$ cat config.mk
export PLATFORM = sky130hd
export DESIGN_NAME = cfg_afu_reset_seq
export DESIGN_NICKNAME = d
export VERILOG_FILES = /design/src/rtl/cfg_afu_reset_seq.sv
export SDC_FILE = /design/constraint.sdc
export NUM_CORES = 1
export LEC_CHECK = 0
export ABC_AREA = 1
export BUFFER_PORTS_ARGS = -buffer_cell sky130_fd_sc_hd__buf_2
export CAP_MARGIN = 40
export CORE_ASPECT_RATIO = 1.1
export CORE_UTILIZATION = 35
export CTS_CLUSTER_SIZE = 40
export DETAILED_ROUTE_END_ITERATION = 8
export PLACE_DENSITY = 0.59
export SLEW_MARGIN = 0
export SYNTH_ARGS = -nofsm -noshare
export SYNTH_HDL_FRONTEND = slang
export SYNTH_SLANG_ARGS = --single-unit
$ cat constraint.sdc
create_clock -name clock -period 2.1 [get_ports clock]
set_clock_uncertainty 0.2 [all_clocks]
set_input_delay 0.42 -clock clock [delete_from_list [all_inputs] [get_ports clock]]
set_output_delay 0.42 -clock clock [all_outputs]
set_load 0.01 [all_outputs]
$ cat src/rtl/cfg_afu_reset_seq.sv
// ---------------------------------------------------------------------------
// cfg_afu_reset_seq
//
// Sequences the OpenCAPI function-1 reset and the AFU control-00 "Reset AFU"
// request toward the AFU. A request fences the AFU and waits for it to drain.
// It then holds the AFU in reset for the advertised duration, releases reset,
// and keeps the fence up for a settle period. Last, it clears the
// reset-in-progress status bits that config reads return.
//
// Ports:
//   clock                    single clock domain
//   reset_n                  asynchronous, active-low reset
//   ofunc_func_reset_pulse   1-cycle pulse: function reset requested
//   octrl_reset_afu_pulse    1-cycle pulse: "Reset AFU" written to 1
//   octrl_enable_afu         config-space Enable AFU bit
//   ro_ofunc_reset_duration  function reset duration, in ticks
//   ro_octrl_reset_duration  AFU reset duration, in ticks
//   afu_quiesced             AFU reports no outstanding commands
//   err_clear                clears fence_timeout_err
//   afu_reset_n              active-low reset to the AFU
//   afu_fence                blocks new AFU commands/responses
//   afu_enable               Enable AFU, qualified by the sequencer being idle
//   ofunc_reset_in_progress  status bit for the ofunc DVSEC
//   octrl_reset_in_progress  status bit for the octrl DVSEC
//   fence_timeout_err        sticky flag: AFU failed to quiesce in time
// ---------------------------------------------------------------------------
module cfg_afu_reset_seq #(
  parameter int unsigned TICK_CYCLES   = 256,
  parameter int unsigned FENCE_TIMEOUT = 1024,
  parameter int unsigned SETTLE_CYCLES = 4
) (
  input  logic       clock,
  input  logic       reset_n,
  input  logic       ofunc_func_reset_pulse,
  input  logic       octrl_reset_afu_pulse,
  input  logic       octrl_enable_afu,
  input  logic [7:0] ro_ofunc_reset_duration,
  input  logic [7:0] ro_octrl_reset_duration,
  input  logic       afu_quiesced,
  input  logic       err_clear,
  output logic       afu_reset_n,
  output logic       afu_fence,
  output logic       afu_enable,
  output logic       ofunc_reset_in_progress,
  output logic       octrl_reset_in_progress,
  output logic       fence_timeout_err
);

  // The fence counter only has to reach FENCE_TIMEOUT-1.
  localparam int unsigned FW = (FENCE_TIMEOUT > 1) ? $clog2(FENCE_TIMEOUT) : 1;

  localparam logic [15:0]   TICK_LAST   = 16'(TICK_CYCLES - 1);
  localparam logic [7:0]    SETTLE_LAST = 8'(SETTLE_CYCLES - 1);
  localparam logic [FW-1:0] FENCE_LAST  = FW'(FENCE_TIMEOUT - 1);

  typedef enum logic [2:0] {
    ST_IDLE    = 3'd0,
    ST_FENCE   = 3'd1,
    ST_LOAD    = 3'd2,
    ST_RESET   = 3'd3,
    ST_RELEASE = 3'd4,
    ST_DONE    = 3'd5
  } state_e;

  state_e        state_q, state_d;
  logic [15:0]   tick_cnt_q, tick_cnt_d;
  logic [7:0]    unit_cnt_q, unit_cnt_d;
  logic [FW-1:0] fence_cnt_q, fence_cnt_d;
  logic [7:0]    settle_cnt_q, settle_cnt_d;

  logic afu_reset_n_q, afu_reset_n_d;
  logic afu_fence_q, afu_fence_d;
  logic afu_enable_q, afu_enable_d;
  logic ofunc_busy_q, ofunc_busy_d;
  logic octrl_busy_q, octrl_busy_d;
  logic fence_err_q, fence_err_d;

  logic       tick_last_s;
  logic       fence_timeout_s;
  logic       any_pulse_s;
  logic [7:0] dur_sel_s;

  assign tick_last_s = (tick_cnt_q == TICK_LAST);
  assign any_pulse_s = ofunc_func_reset_pulse | octrl_reset_afu_pulse;

  // Next-state logic. A function reset pulse in LOAD/RESET/RELEASE/DONE
  // restarts from LOAD so the full function duration is always applied.
  always_comb begin
    state_d         = state_q;
    fence_timeout_s = 1'b0;
    case (state_q)
      ST_IDLE: begin
        if (any_pulse_s) state_d = ST_FENCE;
        else             state_d = ST_IDLE;
      end
      ST_FENCE: begin
        if (afu_quiesced) begin
          state_d = ST_LOAD;
        end else if (fence_cnt_q == FENCE_LAST) begin
          state_d         = ST_LOAD;
          fence_timeout_s = 1'b1;
        end else begin
          state_d = ST_FENCE;
        end
      end
      ST_LOAD: begin
        if (ofunc_func_reset_pulse) state_d = ST_LOAD;
        else                        state_d = ST_RESET;
      end
      ST_RESET: begin
        if (ofunc_func_reset_pulse)                   state_d = ST_LOAD;
        else if (tick_last_s && unit_cnt_q <= 8'd1)   state_d = ST_RELEASE;
        else                                          state_d = ST_RESET;
      end
      ST_RELEASE: begin
        if (ofunc_func_reset_pulse)          state_d = ST_LOAD;
        else if (settle_cnt_q == SETTLE_LAST) state_d = ST_DONE;
        else                                  state_d = ST_RELEASE;
      end
      ST_DONE: begin
        // Status already cleared on entry; a new AFU request here is a
        // fresh request, so it is fenced again instead of being dropped.
        if (ofunc_func_reset_pulse)     state_d = ST_LOAD;
        else if (octrl_reset_afu_pulse) state_d = ST_FENCE;
        else                            state_d = ST_IDLE;
      end
      default: begin
        state_d = ST_LOAD;
      end
    endcase
  end

  // Counters: fence/settle/tick count while staying in their state and
  // restart from zero on entry; the unit counter is loaded only in LOAD.
  always_comb begin
    fence_cnt_d  = {FW{1'b0}};
    settle_cnt_d = 8'd0;
    tick_cnt_d   = 16'd0;
    unit_cnt_d   = unit_cnt_q;

    if (ofunc_busy_q) dur_sel_s = ro_ofunc_reset_duration;
    else              dur_sel_s = ro_octrl_reset_duration;

    if (state_q == ST_FENCE && state_d == ST_FENCE) fence_cnt_d = fence_cnt_q + FW'(1);
    else                                            fence_cnt_d = {FW{1'b0}};

    if (state_q == ST_RELEASE && state_d == ST_RELEASE) settle_cnt_d = settle_cnt_q + 8'd1;
    else                                                settle_cnt_d = 8'd0;

    if (state_q == ST_RESET && state_d == ST_RESET) begin
      if (tick_last_s) tick_cnt_d = 16'd0;
      else             tick_cnt_d = tick_cnt_q + 16'd1;
    end else begin
      tick_cnt_d = 16'd0;
    end

    // A zero duration still gives one tick of reset.
    if (state_q == ST_LOAD) begin
      if (dur_sel_s == 8'd0) unit_cnt_d = 8'd1;
      else                   unit_cnt_d = dur_sel_s;
    end else if (state_q == ST_RESET && state_d == ST_RESET && tick_last_s) begin
      unit_cnt_d = unit_cnt_q - 8'd1;
    end else begin
      unit_cnt_d = unit_cnt_q;
    end
  end

  // Output and status next values, derived from the next state so each
  // registered output lines up with the state register.
  always_comb begin
    afu_reset_n_d = ~((state_d == ST_LOAD) || (state_d == ST_RESET));
    afu_fence_d   = (state_d != ST_IDLE);
    afu_enable_d  = octrl_enable_afu & (state_d == ST_IDLE);

    if (state_d == ST_DONE) begin
      ofunc_busy_d = 1'b0;
      octrl_busy_d = 1'b0;
    end else begin
      ofunc_busy_d = ofunc_busy_q | ofunc_func_reset_pulse;
      octrl_busy_d = octrl_busy_q | octrl_reset_afu_pulse;
    end

    // Set has priority over a simultaneous clear.
    if (fence_timeout_s) fence_err_d = 1'b1;
    else if (err_clear)  fence_err_d = 1'b0;
    else                 fence_err_d = fence_err_q;
  end

  // State, counter and output registers. Reset lands in LOAD so that a
  // function reset runs automatically after power-up.
  always_ff @(posedge clock or negedge reset_n) begin
    if (!reset_n) begin
      state_q       <= ST_LOAD;
      tick_cnt_q    <= 16'd0;
      unit_cnt_q    <= 8'd0;
      fence_cnt_q   <= {FW{1'b0}};
      settle_cnt_q  <= 8'd0;
      afu_reset_n_q <= 1'b0;
      afu_fence_q   <= 1'b1;
      afu_enable_q  <= 1'b0;
      ofunc_busy_q  <= 1'b1;
      octrl_busy_q  <= 1'b0;
      fence_err_q   <= 1'b0;
    end else begin
      state_q       <= state_d;
      tick_cnt_q    <= tick_cnt_d;
      unit_cnt_q    <= unit_cnt_d;
      fence_cnt_q   <= fence_cnt_d;
      settle_cnt_q  <= settle_cnt_d;
      afu_reset_n_q <= afu_reset_n_d;
      afu_fence_q   <= afu_fence_d;
      afu_enable_q  <= afu_enable_d;
      ofunc_busy_q  <= ofunc_busy_d;
      octrl_busy_q  <= octrl_busy_d;
      fence_err_q   <= fence_err_d;
    end
  end

  assign afu_reset_n             = afu_reset_n_q;
  assign afu_fence               = afu_fence_q;
  assign afu_enable              = afu_enable_q;
  assign ofunc_reset_in_progress = ofunc_busy_q;
  assign octrl_reset_in_progress = octrl_busy_q;
  assign fence_timeout_err       = fence_err_q;

endmodule

==> results of run 1 <==
[power breakdown]
part	total, mW	internal [mW]	switching [mW]
clock	0.594	0.245	0.348
combinational	1.02	0.393	0.623
sequential	1.24	1.12	0.119
total	2.85	1.76	1.09
[what timing repair did]
item | 4_1_cts | 5_1_grt
hold buffers | 1 | 0
setup endpoints to repair | 0 | 19
endpoints found under the hold margin | 14 | 0
resized for setup | 0 | 6
setup buffers | 0 | 1
[registers in the layout, summed over array words and instances (netlist names)]
name and count:
afu_enable 1, fence_cnt_q 10, state_q 3, afu_fence 1
fence_timeout_err 1, octrl_reset_in_progress 1, unit_cnt_q 8, tick_cnt_q 16
afu_reset_n 1, ofunc_reset_in_progress 1, settle_cnt_q 8
[layout by cell type, fill, tap and decap left out, types with 5 or more instances in the layout]
cell type  synthesis  layout
inv_1             48      48
buf_2              0      28
clkbuf_8           0       5
xor2_1            10      10
o21ai_0           11      11
nand4_1            5       5
nor2_1            64      61
a21oi_1            9       8
nor3_1            10       9
nand3_1           25      25
nand2_1           87      87
dfrtp_1           48      48
buf_4              0       7
nor3b_1            7       7
ha_1               5       5
[critical path: stages (launching register included)]
cell and delay, ns:
dfrtp_1 0.42, inv_1 0.11, ha_1 0.17, inv_1 0.04, nand2_1 0.05, nand2_1 0.05
nor2_2 0.10, nand3_1 0.12, nand2_1 0.10, nand2_1 0.08, nor2_4 0.14, nand4_4 0.16
nor2_1 0.13
[metal layers]
layer / vias up / share of wire, % / track usage [%]
met4: 0 / 0.86 / 3.35
li1: 1259 / - / -
met3: 4 / 1.8 / 2.99
met5: - / 0 / 0
met1: 1086 / 49 / 19.2
met2: 18 / 48 / 24.2
[cell type report]
cell class / count / area (µm²) / area share (%)
clock buffers: 5 / 68.8 / 2.08
clock inverters: 3 / 27.5 / 0.833
inverters: 53 / 199 / 6.02
multi-input cells: 264 / 1370 / 41.5
flip-flops and latches: 51 / 1280 / 38.8
well taps: 108 / 135 / 4.09
repair buffers: 37 / 223 / 6.74
[per-stage QoR]
| stage | power (mW) | worst slack (ns) | utilization, % | setup TNS (ns) | instance area [µm²] |
|---|---|---|---|---|---|
| floorplan | 1.97 | 0.222 | - | 0 | 2850 |
| CTS | 2.87 | 0.0691 | 41.4 | 0 | 3280 |
| global placement | 2.25 | 0.157 | 40.1 | 0 | 3170 |
| finish | 2.85 | 0.153 | 41.7 | 0 | 3300 |
| global route | 3.10 | -0.0359 | 41.7 | -0.0501 | 3300 |
| detailed placement | 2.26 | 0.0850 | 40.1 | 0 | 3170 |
[how the worst min path moves through the flow]
stage / depth (start not counted) / start / slack [ns] / to
after CTS: 2 / err_clear / 0.08 / fence_timeout_err$_DFFE_PN0P_
after global routing: 2 / err_clear / 0.08 / fence_timeout_err$_DFFE_PN0P_
final: 2 / err_clear / 0.1 / fence_timeout_err$_DFFE_PN0P_
after global placement: 1 / reset_n / 0.18 / unit_cnt_q[7]$_DFFE_PN0P_
after floorplan: 0 / reset_n / -0.08 / afu_enable$_DFF_PN0_
after detailed placement: 1 / reset_n / 0.19 / unit_cnt_q[7]$_DFFE_PN0P_
[cell families after synthesis]
group / Yosys count / share of synthesized area, %
buffers and inverters: 56 / 7.64
AO/OA/AOI/OAI: 30 / 6.10
AND/OR/NAND/NOR: 215 / 34.8
XOR/XNOR: 14 / 4.30
flip-flops: 51 / 44.9
adder cells (fa/ha/maj): 5 / 2.20
==> impl_metrics.json, run 1 <==
{
  "viasPerCell": 4.54,
  "antenna_found_initial": 0,
  "worst_skew_pair.late_latency_ns": 0.30,
  "synthArstFlopShare_pct": 100,
  "fill_cells": 822,
  "syn2layout_area_growth_pct": 15.9,
  "overflow": 0,
  "cts.sinks": 51,
  "cts_buffer_depth": 2,
  "post_drt_wl_per_cell_um": 10.8,
  "start_kind": "flop",
  "ys_seq_area_share_pct": 44.9,
  "ir_worst_vdd_mv": 0.393,
  "yosysWarnings": 0,
  "num_vias": 2367,
  "clk_pin_slew_ns": 0.10,
  "stdcell_count": 521,
  "cts_tree": "built",
  "max_freq_mhz": 514,
  "gp_congestion": 0.798,
  "io_pins": 29,
  "synth_seq_cells": 51,
  "row_count": 34,
  "synth_top_area_share_pct": 42.2,
  "detail-route-antenna-nets": 0,
  "grt_pass1_wl_um": 9920,
  "cts_made_buffers": 5,
  "synth_fp_nets": 399,
  "dp.cells": 511,
  "hp-class": "in -> reg",
  "synth_top_area_cell": "dfrtp_1",
  "arrival_ns": 1.98,
  "crit_path_end_kind": "flop",
  "gr-usage-all-layers_pct": 14.5,
  "status": "finished clean",
  "drt-total-wl_um": 5600,
  "dpl.hpwl_um": 4290,
  "min_period_ns": 1.95,
  "drt_first_pass_iters": 4,
  "first_iter_violations": 112,
  "setup_viol": 0,
  "crit_end": "settle_cnt_q[4]$_DFF_PN0_",
  "worst-setup-path-type": "reg -> reg",
  "nets": 440,
  "die_h_um": 96.6,
  "core_region_area_mm2": 0.00791,
  "ys_types": 38,
  "worstPathMaxFanout": 8,
  "holdWs_ns": 0.0992,
  "cts_root_buf": "clkbuf_8",
  "drv_slew": 0,
  "maxCapViolCount": 0,
  "first_global_vias": 2330,
  "rrSetupSlack_ns": 0.15,
  "synth_area_per_cell_um2": 7.68,
  "start_util_pct": 36.0,
  "drive_above_1_share_pct": 16.9,
  "synthTopCellsByArea": "dfrtp_1, nand2_1, nor2_1",
  "drc_errors": 0,
  "grt_max_degree": 29,
  "hold_viol": 0,
  "worstMarginPinSlew_ns": 0.437,
  "max-slew-margin-rel_pct": 70.9,
  "synth_edf_count": 0,
  "die-area_mm2": 0.00850,
  "htreeDepth": 2,
  "power-per-cell-area_mw_per_mm2": 863,
  "syn_inst": 371,
  "rsz0062_at_grt": "true",
  "power.leakage_nw": 1.51,
  "synthesis.area_mm2": 0.00285,
  "ys.flop_type": "dfrtp_1",
  "fin_crit_sh_pct": 92.7,
  "synth.most_common_cell": "nand2_1",
  "io_buffers": 28,
  "r2r_start": "unit_cnt_q[0]$_DFFE_PN0P_",
  "crit_required_ns": 2.14,
  "r2r-end": "settle_cnt_q[4]$_DFF_PN0_",
  "ys_top_cells_by_count": "nand2_1, nor2_1, dfrtp_1, inv_1, nand3_1",
  "critPathLaunch": "unit_cnt_q[0]$_DFFE_PN0P_",
  "antennaDiodeCount": 0,
  "r2r_cells": 12,
  "die_width_um": 88.0
}
Note: power is estimated with default switching activity, not from simulation.
==> inputs of run 2 (changes only) <==
- ABC_AREA: 1 -> 0
==> run 2 against run 1 <==
Net effect: the run now ends with negative setup slack left; combinational power up 8%; routed wire length up 15%; hold slack worse by 0.0072 ns; critical path type unchanged; largest cell class unchanged; largest power group unchanged.
==> impl_metrics.json, run 2 <==
{
  "status": "finished with violations",
  "violations": "negative setup slack",
  "gp_congestion": 0.780,
  "io_pins": 29,
  "cts_buffer_depth": 2,
  "synth.most_common_cell": "dfrtp_1",
  "worstHoldEndpoint": "fence_timeout_err$_DFFE_PN0P_",
  "synthesis.area_mm2": 0.00277,
  "synth_top_area_share_pct": 43.4,
  "grt_max_degree": 52,
  "first_global_vias": 2188,
  "crit_chain": "or3_4, or3_4, or4_4, a31oi_4",
  "overflow": 0,
  "largest_reg_flops": 16,
  "cts_root_buf": "clkbuf_8",
  "io_buffers": 28,
  "ys_types": 49,
  "synthTopCellsByArea": "dfrtp_1, xor2_1, nor2_1",
  "drive_above_1_share_pct": 35.4,
  "arrival_ns": 2.20,
  "gr-usage-all-layers_pct": 16.0,
  "worstHoldPathCells": 2,
  "final_common_cell": "buf_4",
  "die-area_mm2": 0.00827,
  "worst_slack_ns": -0.0614,
  "die_h_um": 95.3,
  "syn_inst": 280,
  "cts.sinks": 51,
  "core_region_area_mm2": 0.00756,
  "antenna_found_initial": 0,
  "start_kind": "flop",
  "post-route-util_pct": 48.0,
  "crit_required_ns": 2.14,
  "die_width_um": 86.8,
  "synth_fp_nets": 308,
  "stdcell_count": 461,
  "top_register": "tick_cnt_q",
  "yosysWarnings": 0,
  "synth_top_area_cell": "dfrtp_1",
  "critPathSlowestCell": "or4_4",
  "hp-class": "in -> reg",
  "antennaDiodeCount": 0,
  "first_iter_violations": 136,
  "viasPerCell": 5.15,
  "setup_viol": 2,
  "post_dp_cell_area_mm2": 0.00333,
  "r2r_cells": 4,
  "dpl.hpwl_um": 4450,
  "max_freq_mhz": 463,
  "cp_common_cell": "or3_4",
  "crit_path_end_kind": "flop",
  "max-slew-margin-rel_pct": 62.3,
  "critPathLaunch": "unit_cnt_q[2]$_DFFE_PN0P_",
  "synth_edf_count": 0,
  "maxCapViolCount": 0,
  "synth_seq_cells": 51,
  "ys_seq_area_share_pct": 46.2,
  "post_drt_wl_per_cell_um": 14.0,
  "critical_path.max_stage_delay_ns": 0.53,
  "nets": 383,
  "synthArstFlopShare_pct": 100,
  "power.leakage_nw": 1.55,
  "start_util_pct": 36.7,
  "fin_crit_sh_pct": 103,
  "num_vias": 2375,
  "syn2layout_area_growth_pct": 31.0,
  "detail-route-antenna-nets": 0,
  "ir_worst_vdd_mv": 0.291,
  "cpLargestDelayFamily": "simple AND/OR/NAND/NOR gates",
  "finalSetupTns_ns": -0.0942,
  "layout_common_cells": "buf_4, dfrtp_1, nor2_1",
  "clk_pin_slew_ns": 0.09,
  "drt_first_pass_iters": 4,
  "min_period_ns": 2.16,
  "cts_tree": "built",
  "worstPathMaxFanout": 3,
  "worstMarginPinSlew_ns": 0.564,
  "r2r-end": "unit_cnt_q[5]$_DFFE_PN0P_",
  "power-per-cell-area_mw_per_mm2": 829,
  "worst-path-buf-inv": 0,
  "worst_skew_pair.late_latency_ns": 0.32,
  "r2r_start": "unit_cnt_q[2]$_DFFE_PN0P_",
  "rrSetupSlack_ns": -0.06,
  "drt-total-wl_um": 6470,
  "holdWs_ns": 0.0921,
  "largest_registers": "tick_cnt_q: 16 flops, fence_cnt_q: 10 flops",
  "rsz0062_at_grt": "true",
  "synth_area_per_cell_um2": 9.89,
  "grt_pass1_wl_um": 10300,
  "dp.cells": 444,
  "ys.flop_type": "dfrtp_1",
  "drv_slew": 0,
  "hold_viol": 0,
  "min_from": "err_clear",
  "row_count": 33,
  "cts_made_buffers": 5,
  "drc_errors": 0,
  "htreeDepth": 2,
  "place_ws_ns": -0.130,
  "finalPower_mw": 3.01,
  "fin_area_mm2": 0.00363,
  "ys_top_cells_by_count": "dfrtp_1, nor2_1, xor2_1",
  "worst-setup-path-type": "reg -> reg"
}
-- run 2: changes by cell type after synthesis, sizes merged, moves of 9 or more --
cell,previous run,this run
nand2,89,8
inv,52,7
nor2,67,38
xor2,10,22
nor3,14,3
and4,0,9
-- run 2: logic make-up (layout without fill, tap and decap cells) --
family                   Yosys count  after routing  synth area share [%]
AND/OR/NAND/NOR                  134            134                  27.9
flip-flops                        51             51                  46.2
multiplexers                       2              2                 0.723
buffers and inverters             19             95                  3.57
AO/OA/AOI/OAI                     43             43                  11.1
XOR/XNOR                          26             26                  8.22
adder cells (fa/ha/maj)            5              5                  2.26
-- run 2: worst max-delay path by stage --
stage | endpoint | slack [ns] | depth (start not counted)
final | unit_cnt_q[5]$_DFFE_PN0P_ | -0.06 | 4
after global routing | unit_cnt_q[5]$_DFFE_PN0P_ | -0.15 | 5
after CTS | afu_enable$_DFF_PN0_ | -0.08 | 4
after detailed placement | afu_enable$_DFF_PN0_ | -0.13 | 4
after global placement | afu_enable$_DFF_PN0_ | -0.12 | 4
after floorplan | afu_enable$_DFF_PN0_ | -0.12 | 4
-- run 2: area by class of cell --
| cell class | instances | area [µm²] |
|---|---|---|
| fillers | 740 | 3930 |
| multi-input cells | 210 | 1540 |
| flip-flops and latches | 51 | 1280 |
| repair buffers | 80 | 554 |
| well taps | 105 | 131 |
| clock buffers | 6 | 82.6 |
| inverters | 7 | 26.3 |
| clock inverters | 2 | 13.8 |
-- run 2: routing by layer --
metal / vias to the layer above / track usage (%) / wire (µm)
met1: 1146 / 21.8 / 3140
met4: 0 / 5.00 / 96
met3: 5 / 2.08 / 173
met5: - / 0 / 0
li1: 1182 / - / -
met2: 42 / 26.2 / 3070
-- run 2: where the power goes --
group	internal, mW	switching (mW)
sequential	1.13	0.158
combinational	0.530	0.574
clock	0.270	0.348
-- run 2: repair_timing --
item / 4_1_cts / 5_1_grt
gates cloned: 1 / 1
endpoints found under the setup margin: 13 / 13
hold buffers: 1 / 0
pin swaps: 12 / 17
resized for setup: 10 / 23
setup buffers: 3 / 3
hold endpoints to repair: 48 / 0
